--- src/rtl/waveform_loader.sv ---
// Frame receiver for the waveform RAM: sync byte, 512 x 24-bit samples sent MSB first,
// then an 8-bit additive checksum. An idle gap inside a frame aborts it.
//
// state | meaning
// IDLE  | hunting for SYNC_BYTE, other bytes dropped
// DATA  | assembling 3-byte samples, one RAM write per sample
// CHECK | waiting for the checksum byte
// DONE  | one-cycle result pulse, input stalled
module waveform_loader #(
    parameter logic [7:0]  SYNC_BYTE      = 8'hA5,
    parameter logic [23:0] TIMEOUT_CYCLES = 24'd5_000_000
) (
    input  logic        clk_in,
    input  logic        rst_in,
    input  logic [7:0]  byte_in,
    input  logic        byte_valid_in,
    output logic        byte_ready_out,
    output logic [8:0]  wr_addr_out,
    output logic [23:0] wr_data_out,
    output logic        wr_en_out,
    output logic        busy_out,
    output logic        load_done_out,
    output logic        load_ok_out
);

    typedef enum logic [1:0] {IDLE, DATA, CHECK, DONE} state_t;

    state_t      state, nextState;
    logic        accept;
    logic        timerExpired;
    logic [1:0]  phase;
    logic [7:0]  byte0, byte1;
    logic [7:0]  checksum;
    logic [8:0]  sampleIndex;
    logic [23:0] timer;

    assign byte_ready_out = (state != DONE);
    assign busy_out       = (state != IDLE);
    assign load_done_out  = (state == DONE);
    assign accept         = byte_valid_in && byte_ready_out;
    // Down-counter reloaded on every accepted byte; zero means the gap limit is reached.
    assign timerExpired   = (timer == 24'd0);

    always_ff @(posedge clk_in) begin
        if (rst_in) begin
            state <= IDLE;
        end else begin
            state <= nextState;
        end
    end

    always_comb begin
        nextState = state;
        case (state)
            IDLE: begin
                if (accept && byte_in == SYNC_BYTE) nextState = DATA;
            end
            DATA: begin
                if (accept) begin
                    if (phase == 2'd2 && sampleIndex == 9'd511) nextState = CHECK;
                end else if (timerExpired) begin
                    nextState = DONE;
                end
            end
            CHECK: begin
                if (accept || timerExpired) nextState = DONE;
            end
            DONE:    nextState = IDLE;
            default: nextState = IDLE;
        endcase
    end

    always_ff @(posedge clk_in) begin
        if (rst_in) begin
            phase       <= 2'd0;
            byte0       <= 8'd0;
            byte1       <= 8'd0;
            checksum    <= 8'd0;
            sampleIndex <= 9'd0;
            timer       <= 24'd0;
            wr_en_out   <= 1'b0;
            wr_addr_out <= 9'd0;
            wr_data_out <= 24'd0;
            load_ok_out <= 1'b0;
        end else begin
            wr_en_out <= 1'b0;
            case (state)
                IDLE: begin
                    if (accept && byte_in == SYNC_BYTE) begin
                        phase       <= 2'd0;
                        checksum    <= 8'd0;
                        sampleIndex <= 9'd0;
                        timer       <= TIMEOUT_CYCLES - 24'd1;
                        load_ok_out <= 1'b0;
                    end
                end
                DATA: begin
                    if (accept) begin
                        timer    <= TIMEOUT_CYCLES - 24'd1;
                        checksum <= checksum + byte_in;
                        case (phase)
                            2'd0: begin
                                byte0 <= byte_in;
                                phase <= 2'd1;
                            end
                            2'd1: begin
                                byte1 <= byte_in;
                                phase <= 2'd2;
                            end
                            default: begin
                                wr_en_out   <= 1'b1;
                                wr_addr_out <= sampleIndex;
                                wr_data_out <= {byte0, byte1, byte_in};
                                sampleIndex <= sampleIndex + 9'd1;
                                phase       <= 2'd0;
                            end
                        endcase
                    end else if (timerExpired) begin
                        load_ok_out <= 1'b0;
                    end else begin
                        timer <= timer - 24'd1;
                    end
                end
                CHECK: begin
                    if (accept) begin
                        load_ok_out <= (byte_in == checksum);
                    end else if (timerExpired) begin
                        load_ok_out <= 1'b0;
                    end else begin
                        timer <= timer - 24'd1;
                    end
                end
                default: begin
                end
            endcase
        end
    end

endmodule

--- config.mk ---
export PLATFORM = sky130hd
export DESIGN_NAME = waveform_loader
export DESIGN_NICKNAME = d
export VERILOG_FILES = /design/src/rtl/waveform_loader.sv
export SDC_FILE = /design/constraint.sdc
export NUM_CORES = 1
export LEC_CHECK = 0
export BUFFER_PORTS_ARGS = -buffer_cell sky130_fd_sc_hd__buf_2
export CAP_MARGIN = 30
export CORE_MARGIN = 1.5
export CORE_UTILIZATION = 40
export DETAILED_ROUTE_END_ITERATION = 10
export PLACE_DENSITY_LB_ADDON = 0.15
export SETUP_SLACK_MARGIN = 0.05
export SLEW_MARGIN = 20
export SYNTH_ARGS = -nofsm -noshare
export SYNTH_HDL_FRONTEND = slang
export SYNTH_SLANG_ARGS = --single-unit
export TNS_END_PERCENT = 30
--- constraint.sdc ---
create_clock -name clk_in -period 3.3 [get_ports clk_in]
set_input_delay 0.165 -clock clk_in [delete_from_list [all_inputs] [get_ports clk_in]]
set_output_delay 0.165 -clock clk_in [all_outputs]
set_load 0.005 [all_outputs]
# Yosys cells after proc, flatten, opt, wreduce, memory -nomap -nowiden
# Index checks and enable logic that the tools add are counted.
word_totals:
  register_bits: 96
  output_inout_bits: 38
  input_bits: 11
classes:
  eq_ne: 17
  n_addsub: 3
  reduce_logical: 20
  bitwise_logic: 3
  n_mux: 28
ops:
  columns: ["operator", "count"]
  rows:
  - ["2-to-1 mux 24 bit", 4]
  - ["one-hot mux 24 bit (3 select lines)", 1]
  - ["2-to-1 mux 9 bit", 3]
  - ["logical NOT 24 bit", 1]
  - ["subtractor 24 x 1 -> 24 bit (second input constant)", 1]
  - ["one-hot mux 9 bit (2 select lines)", 1]
  - ["AND reduction 3 bit", 6]
  - ["2-to-1 mux 8 bit", 2]
  - ["one-hot mux 8 bit (2 select lines)", 1]
  - ["2-to-1 mux 2 bit", 7]
  - ["inequality test 2 bit (second input constant)", 7]
  - ["adder 9 x 1 -> 9 bit (second input constant)", 1]
  - ["equality test 9 bit (second input constant)", 1]
  - ["adder 8 bit", 1]
  - ["equality test 8 bit", 1]
  - ["equality test 8 bit (second input constant)", 1]
  - ["one-hot mux 2 bit (2 select lines)", 2]
  - ["one-hot mux 2 bit (4 select lines)", 1]
  - ["AND reduction 4 bit", 2]
  - ["equality test 2 bit (second input constant)", 3]
  - ["inequality test 3 bit (second input constant)", 2]
  - ["2-to-1 mux 1 bit", 5]
  - ["equality test 2 x 1 -> 1 bit (second input constant)", 2]
  - ["logical NOT 2 bit", 2]
  - ["other kinds (8)", 13]

# Logic depth before layout (Yosys ltp)
# Gate-level depths: netlist of the first run.
logic_depth:
  ltp_word: 5
  mapped_depth: 9

# Worst setup path after synthesis of the first run
# No wires, ideal clock.
synth_path:
  path_kind: "register to register"
  from: "reg state[0]"
  to: "reg timer[4]"
  path_slack_ns: 1.071
  path_stages_with_launch: 9
  t_required_ns: 3.181
  path_buffers: 2
  arrival_time_ns: 2.110
  setup_time_ns: 0.119
  path_cell_list: "dfxtp_1 > ha_1 > buf_2 > nand2b_1 > buf_2 > o31a_4 > nor4_4 > nand3_2 > o221a_2"
synth_between:
  elab_chain_len: 5
  word_cells_on_any_way: 12
synth_lines:
  columns: ["item", "line_no", "rtl"]
  rows:
  - ["start, declared", "28", "state_t state, nextState;"]
  - ["start signal, assigned", "48", "state <= nextState;"]
  - ["inequality test 2 bit", "37", "assign byte_ready_out = (state != DONE);"]
  - ["logical AND 1 bit", "40", "assign accept = byte_valid_in && byte_ready_out;"]
  - ["logical AND 1 bit", "89", "if (accept && byte_in == SYNC_BYTE) begin"]
  - ["inequality test 2 bit (no source line)", null, null]
  - ["AND reduction 3 bit (no source line)", null, null]
  - ["end signal, assigned", "93", "timer <= TIMEOUT_CYCLES - 24'd1;"]
  - ["end signal, assigned", "99", "timer <= TIMEOUT_CYCLES - 24'd1;"]
  - ["end signal, assigned", "121", "timer <= timer - 24'd1;"]
  - ["end, declared", "35", "logic [23:0] timer;"]
# Parallel ways exist; a longest one is shown, timed or not.
# A chain may end at the register's enable or synchronous reset.

# Final worst setup path of the first run
layout_path:
  from: "reg state[1]"
  to: "reg timer[4]"
# Same word-level chain as after synthesis.

==> impl_metrics.csv, run 1 <==
group,metric,value,unit
worst_setup_path,r2r_setup_slack,710,ps
place,place_ws,596,ps
logic_synthesis,async_flop_share,0,%
logic_synthesis,synth_fp_nets,610,
floorplan,core_region_area,11600,µm²
cts,tritoncts,"yes",
route,ant_nets,0,
logic_synthesis,netlist_area,4820,µm²
cts,cts-root-buf,"clkbuf_16",
route,drt_pass1_iterations,5,
cts,cts_resized,0,
place,dp.final_hpwl,8630,µm
cts,ctsHoldBuffers,0,
worst_setup_path,crit_path_end_kind,"register",
logic_synthesis,yosys_warnings,0,
grt,grt_max_degree,66,
timing,drv_slew,0,
logic_synthesis,synth.top_cell.area_share,39.8,%
place,place_congestion,0.847,
cts,clk_latency,350,ps
timing,setup_slack,713,ps
timing,finClkSkew,6.03,ps
layout,fin_util,47.2,%
route,wl_per_cell,15.9,µm
grt,antenna_found_initial,0,
logic_synthesis,synth_top_area_cell,"dfxtp_1",
min_path,hp-class,"in -> reg",
worst_setup_path,crit_end,"timer[4]",
grt,grt_pass1_vias,4123,
power_and_ir_drop,p_per_area,565,nW/µm²
route,route.detailed.drc,0,
worst_setup_path,rr_endpoint,"timer[4]",
layout,final_cell_mix,"nand2_1, dfxtp_1, a21oi_1",
timing,hold_violations,0,
worst_setup_path,reg2reg_depth,6,
cts,clkTransAtPathRegs,70,ps
layout,area_delta_synth_final,13.2,%
layout,layoutNonFillerInstCount,768,
job,cap_viol_max_count,0,
layout,fin_nets,647,
grt,grt_first_pass_wirelength,20700,µm
floorplan,die_h,113,µm
logic_synthesis,ys_ff_latch,96,
layout,final_common_cell,"nand2_1",
floorplan,rows,39,
logic_synthesis,synth_ff_type,"dfxtp_1",
grt,overflow,0,
floorplan,io_pins,49,
worst_setup_path,r2r-start,"state[1]",
min_path,holdPathStages,3,
logic_synthesis,postSynthAreaPerCell,8.27,µm²
cts,cts.htree.levels,3,
worst_setup_path,crit_fanout,14,
cts,cts_sinks,96,
timing,rsz0062_at_grt,"no",
grt,grt_usage,20.3,%
place,place_inst,751,
layout,n_antenna_cell,0,
logic_synthesis,synth_edf_count,0,
worst_setup_path,critical_path.startpoint,"state[1]",
timing,worst_pin_slew,681,ps
power_and_ir_drop,p_leak,2.16,nW
timing,period_needed,2590,ps
floorplan,initial_core_util,41.7,%
worst_setup_path,critPathRequiredTime,3540,ps
power_and_ir_drop,irDropWorstVdd,0.310,mV
floorplan,die_w,113,µm
timing,slew_headroom,54.6,%
timing,finalSetupTns,0,ps
route,first_iter_violations,317,
timing,layout_worst_path_cycle_share,78.4,%
timing,fmax,387,MHz
timing,setup_violations,0,
place,port_buffers,48,
cts,cts_setup_buffers,0,
cts,cts_buffers,9,
logic_synthesis,synthCells,583,
power_and_ir_drop,power,3.08,mW
logic_synthesis,synth_cell_types,71,
worst_setup_path,cp.arrival,2830,ps
worst_setup_path,start_kind,"register",
logic_synthesis,synth-seq-area-share,39.8,%
floorplan,dieArea,12700,µm²
route,vias_per_cell,5.64,
logic_synthesis,synth_area_leaders,"dfxtp_1, nand2_1, a21oi_1",
layout,drive_gt1_share,16.0,%
status,status,"finished clean",
cts,cts_buffer_depth,2,
worst_setup_path,critical_path_class,"reg -> reg",
route,vias,4332,
route,finalWirelength,12200,µm
## Yosys cell counts, types with 2 or more instances
| cell type | number |
|---|---|
| nand4b_1 | 3 |
| xor2_1 | 5 |
| a31o_2 | 2 |
| nor2_1 | 39 |
| buf_6 | 2 |
| clkbuf_1 | 26 |
| nor3_2 | 3 |
| o21a_1 | 7 |
| or2_2 | 3 |
| a41oi_1 | 3 |
| a21o_1 | 4 |
| a21oi_1 | 66 |
| nor2b_1 | 2 |
| o41ai_1 | 2 |
| inv_1 | 20 |
| ha_1 | 15 |
| o21ai_0 | 9 |
| nor4_1 | 7 |
| o22ai_1 | 3 |
| and2_1 | 3 |
| nand2_1 | 105 |
| and4b_1 | 2 |
| nor4b_2 | 2 |
| nand3_1 | 32 |
| o221a_2 | 4 |
| nor4_4 | 3 |
| nand3b_1 | 3 |
| xnor2_1 | 7 |
| o2111ai_1 | 4 |
| or3_1 | 6 |
| dfxtp_1 | 96 |
| or4_1 | 6 |
| mux2i_1 | 11 |
| o211ai_1 | 4 |
| nand4_1 | 10 |
| nor3_1 | 9 |
| and4_1 | 2 |
| buf_2 | 4 |
| or4_4 | 2 |
| a31oi_1 | 10 |
| o211a_1 | 5 |
| a211oi_1 | 2 |
| a311oi_1 | 2 |
## worst min-delay path by stage
stage,from,endpoint
finish,byte_in[0],wr_data_out[0]
floorplan,byte_in[0],wr_data_out[0]
CTS,byte_in[3],wr_data_out[3]
global route,byte_in[3],wr_data_out[3]
detailed placement,wr_data_out[12],wr_data_out[12]
global placement,wr_data_out[6],wr_data_out[6]
## cell families (layout without fill, tap and decap cells)
kind of cell / count (synthesis) / after routing / share of synthesized area, %
compound gates: 145 / 145 / 20.2
fa+ha+maj: 16 / 16 / 4.31
simple gates: 250 / 250 / 26.7
mux: 11 / 11 / 2.28
xor+xnor: 12 / 12 / 2.18
buf+inv: 53 / 95 / 4.54
flops: 96 / 96 / 39.8
## critical path: stages, from the launching register on
cell	delay (ps)
dfxtp_1	340
ha_1	320
nand2b_1	330
o31a_4	490
nor4_4	580
nand3_2	150
o221a_2	260
## routing by layer
layer / up-vias / routed length (µm) / global-route usage, %
met5: - / 0 / 0
met3: 16 / 639 / 4.07
met4: 0 / 271 / 10.0
met1: 2020 / 6170 / 28.8
met2: 118 / 5140 / 29.3
li1: 2178 / - / -
## cell type report
cell class / count / area [µm²]
clock buffer: 10 / 229
fill: 1129 / 6110
timing repair buffer: 59 / 320
tap: 143 / 179
clock inverter: 6 / 51.3
multi-input combinational: 434 / 2680
sequential: 96 / 1920
inverter: 20 / 75.1
## state kept, by name, indices dropped and copies added (netlist names)
name         flops
wr_data_out     24
wr_addr_out      9
sampleIndex      9
phase            2
wr_en_out        1
checksum         8
byte1            8
timer           24
load_ok_out      1
byte0            8
state            2
## power breakdown
group          switching (mW)  internal (mW)  leakage, nW
Sequential             0.0378           1.19        0.773
Clock                   0.483          0.525        0.140
Combinational           0.561          0.289         1.25
## metrics by stage
step / hold slack, ps / instance area (µm²)
after detailed placement: 443 / 5170
after global placement: 440 / 5170
final: 117 / 5460
after CTS: 112 / 5450
after global routing: 123 / 5460
after floorplan: 301 / 4820
(Power assumes the default switching activity.)
==> inputs of run 2 (changes only) <==
Clock period 3.3 ns to 2.4 ns, I/O delays scaled along.
==> impl_metrics.csv, run 2 (same netlist as run 1, synthesis figures left out) <==
group,metric,value,unit
worst_setup_path,cp.arrival,2440,ps
cts,clkTransAtPathRegs,70,ps
floorplan,die_h,113,µm
timing,layout_worst_path_cycle_share,91.5,%
place,place_congestion,0.877,
power_and_ir_drop,p_clk_share,34.1,%
worst_setup_path,slowest_stage,"or4_4",
timing,drv_slew,0,
place,dp.final_hpwl,8770,µm
cts,cts_resized,0,
grt,grt_max_degree,65,
cts,clk_latency,360,ps
worst_setup_path,critPathRequiredTime,2640,ps
layout,drive_gt1_share,18.4,%
power_and_ir_drop,irDropWorstVdd,0.398,mV
place,port_buffers,48,
cts,tritoncts,"yes",
worst_setup_path,path_common_cell,"or4_4",
route,wl_per_cell,15.9,µm
power_and_ir_drop,switching_share,34.4,%
cts,cts-root-buf,"clkbuf_16",
cts,cts_setup_buffers,0,
timing,period_needed,2200,ps
power_and_ir_drop,p_sw,1.52,mW
layout,fin_util,48.6,%
cts,ctsHoldBuffers,0,
status,status,"finished clean",
floorplan,rows,39,
timing,slew_headroom,55.7,%
job,cap_viol_max_count,0,
cts,cts_buffer_depth,2,
worst_setup_path,cp_cell_sequence,"or4_4 > or3_1 > or4_4 > o211ai_2 > o22ai_1",
timing,hold_violations,0,
grt,grt_first_pass_wirelength,20800,µm
layout,n_antenna_cell,0,
timing,rsz0062_at_grt,"yes",
worst_setup_path,start_kind,"register",
floorplan,io_pins,49,
floorplan,dieArea,12700,µm²
power_and_ir_drop,seq_power_share,38.0,%
worst_setup_path,crit_path_end_kind,"register",
power_and_ir_drop,comb_power_share,27.9,%
grt,grt_usage,20.4,%
layout,final_cell_mix,"nand2_1, dfxtp_1, a21oi_1",
floorplan,initial_core_util,41.7,%
grt,antenna_found_initial,0,
grt,overflow,0,
route,drt_pass1_iterations,9,
layout,fin_nets,665,
timing,setup_violations,0,
power_and_ir_drop,p_leak,2.25,nW
timing,fmax,455,MHz
worst_setup_path,critPathTopFamily,"simple AND/OR/NAND/NOR gates",
route,vias_per_cell,5.62,
layout,reg.largest.list,"timer (24), wr_data_out (24)",
route,finalWirelength,12500,µm
power_and_ir_drop,p_int,2.90,mW
layout,final_common_cell,"nand2_1",
route,ant_nets,0,
layout,area_delta_synth_final,16.4,%
min_path,hp-class,"in -> reg",
cts,cts_buffers,9,
timing,worst_pin_slew,664,ps
cts,cts_sinks,96,
power_and_ir_drop,p_per_area,788,nW/µm²
worst_setup_path,crit_buf_inv,0,
worst_setup_path,cpPeakStageDelay,580,ps
timing,finClkSkew,7.20,ps
cts,cts.htree.levels,3,
place,place_inst,770,
floorplan,die_w,113,µm
grt,grt_pass1_vias,4181,
route,vias,4414,
layout,fillers,1138,
floorplan,core_region_area,11600,µm²
worst_setup_path,crit_fanout,5,
layout,layoutNonFillerInstCount,785,
route,first_iter_violations,413,
worst_setup_path,critical_path_class,"reg -> reg",
timing,finalSetupTns,0,ps
route,route.detailed.drc,0,
run 2: worst reg2reg max path, delay by kind of cell, from the launching register on:
family,cells,cell delay [ps]
simple gates,3,1500
flops,1,330
compound gates,2,240
run 2: through the flow:
| stage | power, mW | hold slack, ps | worst slack (ps) | area [µm²] |
|---|---|---|---|---|
| after global routing | 4.64 | 69.7 | 19.7 | 5620 |
| final | 4.42 | 59.4 | 203 | 5620 |
| after detailed placement | 2.92 | 430 | 239 | 5320 |
| after global placement | 2.91 | 425 | 148 | 5310 |
| after CTS | 4.42 | 49.1 | 220 | 5620 |
| after floorplan | 2.58 | 256 | 171 | 4820 |
run 2: area by class of cell:
| class | count | area [µm²] | share of cell area, % |
|---|---|---|---|
| Multi-Input combinational cell | 434 | 2680 | 47.8 |
| Clock inverter | 6 | 75.1 | 1.34 |
| Clock buffer | 9 | 225 | 4.01 |
| Sequential cell | 96 | 1920 | 34.2 |
| Inverter | 20 | 75.1 | 1.34 |
| Tap cell | 143 | 179 | 3.19 |
| Timing Repair Buffer | 77 | 458 | 8.15 |
run 2: power by group through the flow:
stage	sequential, mW	combinational, mW	clock (mW)
after floorplan	1.70	0.879	0
after global placement	1.72	1.19	0
after detailed placement	1.72	1.20	0
after CTS	1.68	1.21	1.53
after global routing	1.69	1.35	1.61
final	1.68	1.23	1.51
run 2: path summary, 6_finish.rpt:
kind | startpoint | endpoint | slack, ps | cells past startpoint
worst max-delay path | timer[16] | timer[12] | 200 | 5
worst min-delay path | byte_in[0] | wr_data_out[0] | 60 | 3
worst max register to register | timer[16] | timer[12] | 200 | 5
worst min register to register | wr_data_out[12] | wr_data_out[12] | 450 | 2
run 2: per-layer routing:
layer	up-vias	track usage, %	part of all wire [%]
li1	2215	-	-
met3	13	5.20	4.9
met2	107	31.0	43
met1	2079	28.4	50
met5	-	0	0
met4	0	6.58	1.5
==> inputs of run 3 (changes only) <==
Settings changed: MAX_ROUTING_LAYER set to met4.
==> impl_metrics.csv, run 3 (same netlist as run 1, synthesis figures left out) <==
group,metric,value,unit
route,ant_nets,0,
min_path,hp-class,"in -> reg",
timing,finalSetupTns,0,ps
place,dpl_cell_area,5320,µm²
status,status,"finished clean",
floorplan,die_h,113,µm
worst_setup_path,crit_fanout,5,
timing,fin_hold_ws,70.9,ps
grt,antenna_found_initial,0,
min_path,hold_end,"wr_data_out[0]",
min_path,holdPathStages,3,
floorplan,core_region_area,11600,µm²
cts,clkTransAtPathRegs,70,ps
cts,cts_sinks,96,
place,port_buffers,48,
cts,cts-root-buf,"clkbuf_16",
floorplan,initial_core_util,41.7,%
cts,cts_buffers,9,
timing,hold_violations,0,
timing,worst_pin_slew,659,ps
worst_setup_path,cp.arrival,2410,ps
power_and_ir_drop,switching_share,34.1,%
min_path,hold_start,"byte_in[0]",
power_and_ir_drop,p_int,2.91,mW
worst_setup_path,crit_path_end_kind,"register",
timing,rsz0062_at_grt,"yes",
layout,final_common_cell,"nand2_1",
worst_setup_path,critPathRequiredTime,2630,ps
timing,fmax,459,MHz
worst_setup_path,start_kind,"register",
layout,reg.largest.list,"timer (24), wr_data_out (24)",
grt,grt_usage,21.1,%
route,route.detailed.drc,0,
worst_setup_path,rr_endpoint,"timer[12]",
worst_setup_path,reg2reg_depth,5,
timing,setup_violations,0,
route,first_iter_violations,326,
cts,cts_buffer_depth,2,
timing,period_needed,2180,ps
power_and_ir_drop,p_clk_share,33.8,%
timing,slew_headroom,56.0,%
floorplan,dieArea,12700,µm²
cts,cts_setup_buffers,0,
place,place_congestion,0.875,
floorplan,die_w,113,µm
layout,finalInstanceArea,5620,µm²
job,cap_viol_max_count,0,
grt,overflow,0,
route,wl_per_cell,16.0,µm
cts,clk_latency,350,ps
layout,fin_nets,665,
power_and_ir_drop,seq_power_share,38.1,%
route,vias,4414,
grt,grt_pass1_vias,4207,
grt,grt_first_pass_wirelength,20800,µm
timing,layout_worst_path_cycle_share,90.8,%
floorplan,rows,39,
place,dp.final_hpwl,8890,µm
route,vias_per_cell,5.62,
worst_setup_path,r2r_setup_slack,220,ps
cts,cts.htree.levels,3,
power_and_ir_drop,power,4.41,mW
power_and_ir_drop,irDropWorstVdd,0.434,mV
layout,drive_gt1_share,18.5,%
timing,drv_slew,0,
power_and_ir_drop,comb_power_share,28.1,%
route,finalWirelength,12600,µm
power_and_ir_drop,p_leak,2.26,nW
power_and_ir_drop,p_sw,1.50,mW
floorplan,io_pins,49,
route,drt_pass1_iterations,4,
layout,area_delta_synth_final,16.6,%
power_and_ir_drop,p_per_area,785,nW/µm²
layout,final_cell_mix,"nand2_1, dfxtp_1, a21oi_1",
worst_setup_path,critical_path_class,"reg -> reg",
cts,tritoncts,"yes",
grt,grt_max_degree,65,
layout,n_antenna_cell,0,
timing,finClkSkew,6.20,ps
worst_setup_path,r2r-start,"timer[16]",
## run 3: worst max-delay path by stage
stage | depth (start not counted) | start | end
floorplan | 8 | state[0] | timer[4]
global placement | 6 | state[0] | timer[4]
detailed placement | 5 | timer[16] | timer[12]
CTS | 5 | timer[16] | timer[12]
global route | 8 | state[1] | sampleIndex[7]
finish | 5 | timer[16] | timer[12]
## run 3: layout make-up
| type | instances | area (µm²) |
|---|---|---|
| tap | 143 | 179 |
| sequential | 96 | 1920 |
| fill | 1119 | 5940 |
| clock buffer | 9 | 225 |
| inverter | 20 | 75.1 |
| clock inverter | 6 | 76.3 |
| multi-input combinational | 434 | 2690 |
| timing repair buffer | 77 | 458 |
## run 3: power groups by stage
stage	Sequential [mW]	Clock, mW	Combinational (mW)
finish	1.68	1.49	1.24
global placement	1.72	0	1.21
floorplan	1.70	0	0.879
detailed placement	1.72	0	1.22
CTS	1.68	1.52	1.22
global route	1.69	1.60	1.38
## run 3: what timing repair did
item,CTS,global route
endpoints found under the setup margin,0,12
hold buffers,0,0
resized for setup,0,2
## run 3: metrics by stage
| step | setup slack, ps | utilization [%] | instances |
|---|---|---|---|
| 6_report | 220 | 48.6 | 785 |
| 5_1_grt | 36.4 | 48.6 | 785 |
| 4_1_cts | 224 | 48.6 | 785 |
| 3_5_place_dp | 238 | 46.0 | 770 |
| 3_3_place_gp | 161 | 45.9 | 769 |
| 2_1_floorplan | 171 | - | 583 |
## run 3: worst max-delay path: stages, from the launching register on
cell	delay, ps
dfxtp_1	330
or4_4	580
or3_1	390
or4_4	520
o211ai_2	150
o22ai_1	90
## run 3: metal layers
metal	GRT usage [%]	wire length [µm]	share of wire (%)
met4	7.43	144	1.1
met3	4.12	622	4.9
met1	29.2	6230	50
met5	-	0	0
met2	30.9	5570	44
